--- config.mk ---
export PLATFORM = sky130hd
export DESIGN_NAME = wfg_record_spi
export DESIGN_NICKNAME = d
export VERILOG_FILES = /design/src/rtl/wfg_record_spi.sv
export SDC_FILE = /design/constraint.sdc
export NUM_CORES = 1
export LEC_CHECK = 0
export BUFFER_PORTS_ARGS = -buffer_cell sky130_fd_sc_hd__buf_4
export CAP_MARGIN = 20
export CORE_UTILIZATION = 26
export DETAILED_ROUTE_END_ITERATION = 16
export REMOVE_ABC_BUFFERS = 1
export SKIP_CTS_REPAIR_TIMING = 1
export SLEW_MARGIN = 20
export SYNTH_ARGS = -nofsm -noshare
export SYNTH_HDL_FRONTEND = slang
export SYNTH_SLANG_ARGS = --single-unit
--- constraint.sdc ---
create_clock -name clk -period 2.5 [get_ports clk]
set_input_delay 0.5 -clock clk [delete_from_list [all_inputs] [get_ports clk]]
set_output_delay 0.5 -clock clk [all_outputs]
set_load 0.005 [all_outputs]
--- src/rtl/wfg_record_spi.sv ---
// SPI slave receiver: oversamples SCLK/CS/SDI with clk, deserializes 8..32-bit frames, publishes AXI-Stream words.
// Optional saturating overrun counter enabled by WFG_RECORD_SPI_OVERRUN_CNT_EN.
module wfg_record_spi #(
  parameter int unsigned AXIS_DATA_WIDTH = 32,
  parameter int unsigned SYNC_STAGES     = 2
) (
  input  logic                       clk,
  input  logic                       rst_n,
  input  logic                       ctrl_en_q_i,
  input  logic                       cfg_cpha_q_i,
  input  logic                       cfg_cpol_q_i,
  input  logic                       cfg_lsbfirst_q_i,
  input  logic [1:0]                 cfg_dff_q_i,
  input  logic                       cfg_sspol_q_i,
  input  logic                       wfg_record_spi_sclk_i,
  input  logic                       wfg_record_spi_cs_ni,
  input  logic                       wfg_record_spi_sdi_i,
  output logic                       wfg_record_spi_tvalid_o,
  input  logic                       wfg_record_spi_tready_i,
  output logic [AXIS_DATA_WIDTH-1:0] wfg_record_spi_tdata_o,
  output logic                       wfg_record_spi_tlast_o,
  output logic                       wfg_record_spi_overrun_o
`ifdef WFG_RECORD_SPI_OVERRUN_CNT_EN
  ,
  output logic [15:0]                wfg_record_spi_overrun_cnt_o
`endif
);

  localparam int unsigned FRAME_W = 32;
  localparam int unsigned CNT_W   = 5;

  typedef enum logic {IDLE, SHIFT} state_t;

  logic [SYNC_STAGES-1:0] sclk_sync, cs_sync, sdi_sync;
  logic                   sclk_d;
  logic                   sclk_s, cs_s, sdi_s;

  state_t             state, state_next;
  logic               cpha_q, cpol_q, lsb_q;
  logic [1:0]         dff_q;
  logic [CNT_W-1:0]   cnt, last_idx, bit_idx;
  logic [FRAME_W-1:0] shifter, staging, word_c;
  logic               staged;

  logic cs_act_c, rise_c, fall_c, edge_c;
  logic load_cfg_c, sample_c, done_c, clear_c, push_c, push_last_c;

  // Pin synchronizers; CS idles at the inactive level of an active-low select
  always_ff @(posedge clk or negedge rst_n) begin
    if (!rst_n) begin
      sclk_sync <= '0;
      cs_sync   <= '1;
      sdi_sync  <= '0;
      sclk_d    <= 1'b0;
    end else begin
      sclk_sync <= {sclk_sync[SYNC_STAGES-2:0], wfg_record_spi_sclk_i};
      cs_sync   <= {cs_sync[SYNC_STAGES-2:0], wfg_record_spi_cs_ni};
      sdi_sync  <= {sdi_sync[SYNC_STAGES-2:0], wfg_record_spi_sdi_i};
      sclk_d    <= sclk_sync[SYNC_STAGES-1];
    end
  end

  assign sclk_s   = sclk_sync[SYNC_STAGES-1];
  assign cs_s     = cs_sync[SYNC_STAGES-1];
  assign sdi_s    = sdi_sync[SYNC_STAGES-1];
  assign cs_act_c = (cs_s == cfg_sspol_q_i);
  assign rise_c   = sclk_s & ~sclk_d;
  assign fall_c   = ~sclk_s & sclk_d;
  assign edge_c   = (cpol_q ^ cpha_q) ? fall_c : rise_c;
  assign last_idx = {dff_q, 3'b111};
  assign bit_idx  = lsb_q ? cnt : (last_idx - cnt);
  assign word_c   = shifter | (FRAME_W'(sdi_s) << bit_idx);

  always_ff @(posedge clk or negedge rst_n) begin
    if (!rst_n) state <= IDLE;
    else        state <= state_next;
  end

  // Next state plus datapath strobes
  always_comb begin
    state_next  = state;
    load_cfg_c  = 1'b0;
    sample_c    = 1'b0;
    done_c      = 1'b0;
    clear_c     = 1'b0;
    push_c      = 1'b0;
    push_last_c = 1'b0;
    if (!ctrl_en_q_i) begin
      state_next = IDLE;
      clear_c    = 1'b1;
    end else begin
      case (state)
        IDLE: begin
          if (cs_act_c) begin
            state_next = SHIFT;
            load_cfg_c = 1'b1;
          end
        end
        SHIFT: begin
          if (!cs_act_c) begin
            state_next  = IDLE;
            clear_c     = 1'b1;
            push_c      = staged;
            push_last_c = 1'b1;
          end else if (edge_c) begin
            sample_c = 1'b1;
            if (cnt == last_idx) begin
              done_c = 1'b1;
              push_c = staged;
            end
          end
        end
        default: state_next = IDLE;
      endcase
    end
  end

  always_ff @(posedge clk or negedge rst_n) begin
    if (!rst_n) begin
      cpha_q                   <= 1'b0;
      cpol_q                   <= 1'b0;
      lsb_q                    <= 1'b0;
      dff_q                    <= 2'b00;
      cnt                      <= '0;
      shifter                  <= '0;
      staging                  <= '0;
      staged                   <= 1'b0;
      wfg_record_spi_tvalid_o  <= 1'b0;
      wfg_record_spi_tdata_o   <= '0;
      wfg_record_spi_tlast_o   <= 1'b0;
      wfg_record_spi_overrun_o <= 1'b0;
    end else begin
      if (load_cfg_c) begin
        cpha_q <= cfg_cpha_q_i;
        cpol_q <= cfg_cpol_q_i;
        lsb_q  <= cfg_lsbfirst_q_i;
        dff_q  <= cfg_dff_q_i;
      end
      wfg_record_spi_overrun_o <= 1'b0;
      if (wfg_record_spi_tvalid_o && wfg_record_spi_tready_i) wfg_record_spi_tvalid_o <= 1'b0;
      // Staged word moves out only if the output slot is free this cycle
      if (push_c) begin
        if (!wfg_record_spi_tvalid_o || wfg_record_spi_tready_i) begin
          wfg_record_spi_tdata_o  <= AXIS_DATA_WIDTH'(staging);
          wfg_record_spi_tlast_o  <= push_last_c;
          wfg_record_spi_tvalid_o <= 1'b1;
        end else begin
          wfg_record_spi_overrun_o <= 1'b1;
        end
      end
      if (clear_c) begin
        cnt     <= '0;
        shifter <= '0;
        staged  <= 1'b0;
      end else if (sample_c) begin
        if (done_c) begin
          staging <= word_c;
          staged  <= 1'b1;
          cnt     <= '0;
          shifter <= '0;
        end else begin
          shifter <= word_c;
          cnt     <= cnt + CNT_W'(1);
        end
      end
    end
  end

`ifdef WFG_RECORD_SPI_OVERRUN_CNT_EN
  always_ff @(posedge clk or negedge rst_n) begin
    if (!rst_n) wfg_record_spi_overrun_cnt_o <= '0;
    else if (wfg_record_spi_overrun_o && (wfg_record_spi_overrun_cnt_o != 16'hFFFF))
      wfg_record_spi_overrun_cnt_o <= wfg_record_spi_overrun_cnt_o + 16'd1;
  end
`else
  // No overrun counter in this build; overrun_o remains the only indication.
`endif

endmodule

==> results_dict.tcl <==
set metrics [dict create \
    status "complete, no violations" \
    cp-start-kind "register" \
    slew_viol_final 0 \
    finalClockSkew_ns 0.00542 \
    synth_cells 411 \
    path_delay_family "simple AND/OR/NAND/NOR gates" \
    fmax_mhz 454 \
    use_met1_pct 14.6 \
    crit_required_ns 2.80 \
    period_minus_slack_ns 2.20 \
    relSlewSlack_pct 50.6 \
    tightest_slew_ns 0.741 \
    cp-end-kind "register" \
    crit_type "register to register" \
    rsz0062_at_grt "no" \
    setup_viol 0 \
    async_reset_ff_share_pct 100 \
    worstSetupPathDepth 5 \
    die_h_um 138 \
    drtAntennaViolNets 0 \
    grt_max_degree 51 \
    boundaryPins 48 \
    fp.coreArea_mm2 0.0180 \
    synth_top_area_share_pct 60.7 \
    hold_path_class "primary input to asynchronous set/reset pin" \
    post-route-util_pct 33.7 \
    crit_buf_inv 1 \
    yosys.cell_types.count 43 \
    cp_max_fo 27 \
    drt-vias-per-instance 4.59 \
    place.gp.congestion 0.807 \
    num_rows 49 \
    cts-root-buf "clkbuf_16" \
    slowest_stage "or3_2" \
    start_util_pct 26.6 \
    drtIter0Drc 257 \
    routedWlPerCell_um 14.2 \
    num_vias 3260 \
    whs_ns 0.0701 \
    syn_avg_cell_area_um2 11.6 \
    cts_sinks 118 \
    gr-usage-all-layers_pct 11.8 \
    num_antenna_cells 0 \
    die_area_mm2 0.0189 \
    slowest_delay_ns 0.52 \
    busiest_layer "met2" \
    maxCapViolations 0 \
    grt_pass1_wl_um 16800 \
    ys_ff_latch 118 \
    crit_chain "ha_1, nand4_1, or3_2, buf_4, mux2_4" \
    ys_seq_area_share_pct 61.8 \
    dieWidth_um 138 \
    reg2reg_depth 5 \
    syn_area_mm2 0.00478 \
    clockBufferDepth 2 \
    fin_tns_setup_ns 0 \
    yosys.area.top_type "dfrtp_1" \
    drive_gt1_share_pct 29.1 \
    seqCellArea_mm2 0.00296 \
    grt_pass1_vias 3390 \
    p_leak_uw 0.00279 \
    yosys_warnings 0 \
    htree_levels 4 \
    multi_input_area_mm2 0.00171 \
    antenna_found_initial 0 \
    met2_usage_pct 18.0 \
    cts_tree "done" \
    period_share_pct 88.2 \
    placed_area_mm2 0.00543 \
    p_per_area_mw_per_mm2 799 \
    finish.net_count 483 \
    area_growth_pct 26.6 \
    grt_overflow 0 \
    fillers 1747 \
    clk_pin_slew_ns 0.05 \
    finish.instance_area_mm2 0.00605 \
    drc 0 \
    postRouteWirelength_um 10100 \
    drt_first_pass_iters 5 \
    finalHoldViolations 0 \
    synth-edff-count 0 \
    worst-endpoint-arrival_ns 2.50 \
    place_hpwl_um 6760 \
    grt_use_met3_pct 3.94 \
    io_buffer_count 47 \
    ys.flop_type "dfrtp_1" \
    vdd_drop_max_v 0.000402 \
    numCtsBuffers 17 \
    synthTopCellsByArea "dfrtp_1 61%, mux2_2 8.5%, nand2_1 5.1%, o21ai_0 3.9%, a21oi_1 3.1%" \
    clkLatencyLatePin_ns 0.41 \
]
-- stage by stage --
step	power, uW	instances	setup WS [ns]
4_1_cts	4890	710	0.321
5_1_grt	5030	710	0.202
6_report	4830	710	0.296
3_3_place_gp	2300	678	0.354
3_5_place_dp	2310	678	0.314
2_1_floorplan	2170	390	-0.260
-- metal layers --
layer	routed length, um	vias up	part of all wire [%]
met4	246	0	2.4
li1	-	1569	-
met2	4860	86	48
met5	0	-	0
met1	4450	1584	44
met3	534	21	5.3
-- state kept, by name, summed over array words and instances (netlist names) --
name and cells:
cnt 5, cpha_q 1, cpol_q 1, cs_sync 2, dff_q 2, lsb_q 1
sclk_d 1, sclk_sync 2, sdi_sync 2, shifter 32, staged 1, staging 32
state 1, wfg_record_spi_overrun_o 1, wfg_record_spi_tdata_o 32, wfg_record_spi_tlast_o 1, wfg_record_spi_tvalid_o 1
-- cells by family after synthesis --
family	share of synthesized area, %
DFF	61.8
AOI/OAI and AO/OA	13.5
and+or+nand+nor	9.82
muxes	10.3
buffers and inverters	2.36
xor gates and xnor gates	1.68
adders and majority gates	0.523
-- power by group --
part	leakage, uW	switching (uW)	internal, uW
clock network	0.000307	814	1740
registers	0.00162	29.2	1940
logic	0.000868	200	109
total	0.00279	1040	3790
-- cell type report --
type	count	area share, %
timing repair buffer	59	7.53
clock inverter	9	2.44
multi-input combinational	268	28.3
inverter	4	0.248
tap	229	4.74
clock buffer	23	7.90
sequential	118	48.8
-- final timing paths --
| kind | start | end | slack (ns) |
|---|---|---|---|
| setup / recovery | cnt[0] | staging[25] | 0.30 |
| hold / removal | rst_n | wfg_record_spi_tdata_o[4] | 0.07 |
| setup reg to reg | cnt[0] | staging[25] | 0.30 |
| hold reg to reg | sclk_sync[0] | sclk_sync[1] | 0.35 |
| max in group asynchronous | rst_n | staging[22] | 1.63 |
| min in group clk | wfg_record_spi_cs_ni | cs_sync[0] | 0.19 |
-- cells in the mapped netlist (2+ instances only) --
master / instances
mux2_4: 5
buf_2: 9
nand3_1: 3
dfrtp_1: 116
inv_1: 4
a31oi_1: 9
o21ai_1: 13
nand3_2: 2
a32o_1: 4
o21ai_0: 37
or3_1: 2
a21boi_1: 2
a21oi_1: 30
nand2b_1: 7
o22ai_1: 8
xnor2_1: 5
mux2_2: 36
or2_2: 2
dfstp_2: 2
nor2b_1: 2
clkbuf_1: 11
ha_1: 2
a211oi_1: 2
nand2_1: 65
and3_1: 3
nor2_1: 13
-- layout by cell type, fill, tap and decap left out, types with 2 or more instances in the layout --
master | netlist | routed
a32o_1 | 4 | 4
o21ai_0 | 37 | 37
o22ai_1 | 8 | 8
a211oi_1 | 2 | 2
clkbuf_1 | 11 | 3
and3_1 | 3 | 3
nor2_1 | 13 | 13
o21ai_1 | 13 | 13
clkinv_2 | 0 | 4
buf_4 | 0 | 58
ha_1 | 2 | 2
dfstp_2 | 2 | 2
clkbuf_8 | 0 | 3
nand3_1 | 3 | 3
nand2b_1 | 7 | 7
clkbuf_16 | 0 | 17
or2_2 | 2 | 2
dfrtp_1 | 116 | 116
nand3_2 | 2 | 2
a21boi_1 | 2 | 2
a21oi_1 | 30 | 30
bufinv_16 | 0 | 4
inv_1 | 4 | 4
xnor2_1 | 5 | 5
a31oi_1 | 9 | 9
mux2_4 | 5 | 5
nand2_1 | 65 | 65
nor2b_1 | 2 | 2
mux2_2 | 36 | 36
Power figures use the tool's default switching activity.
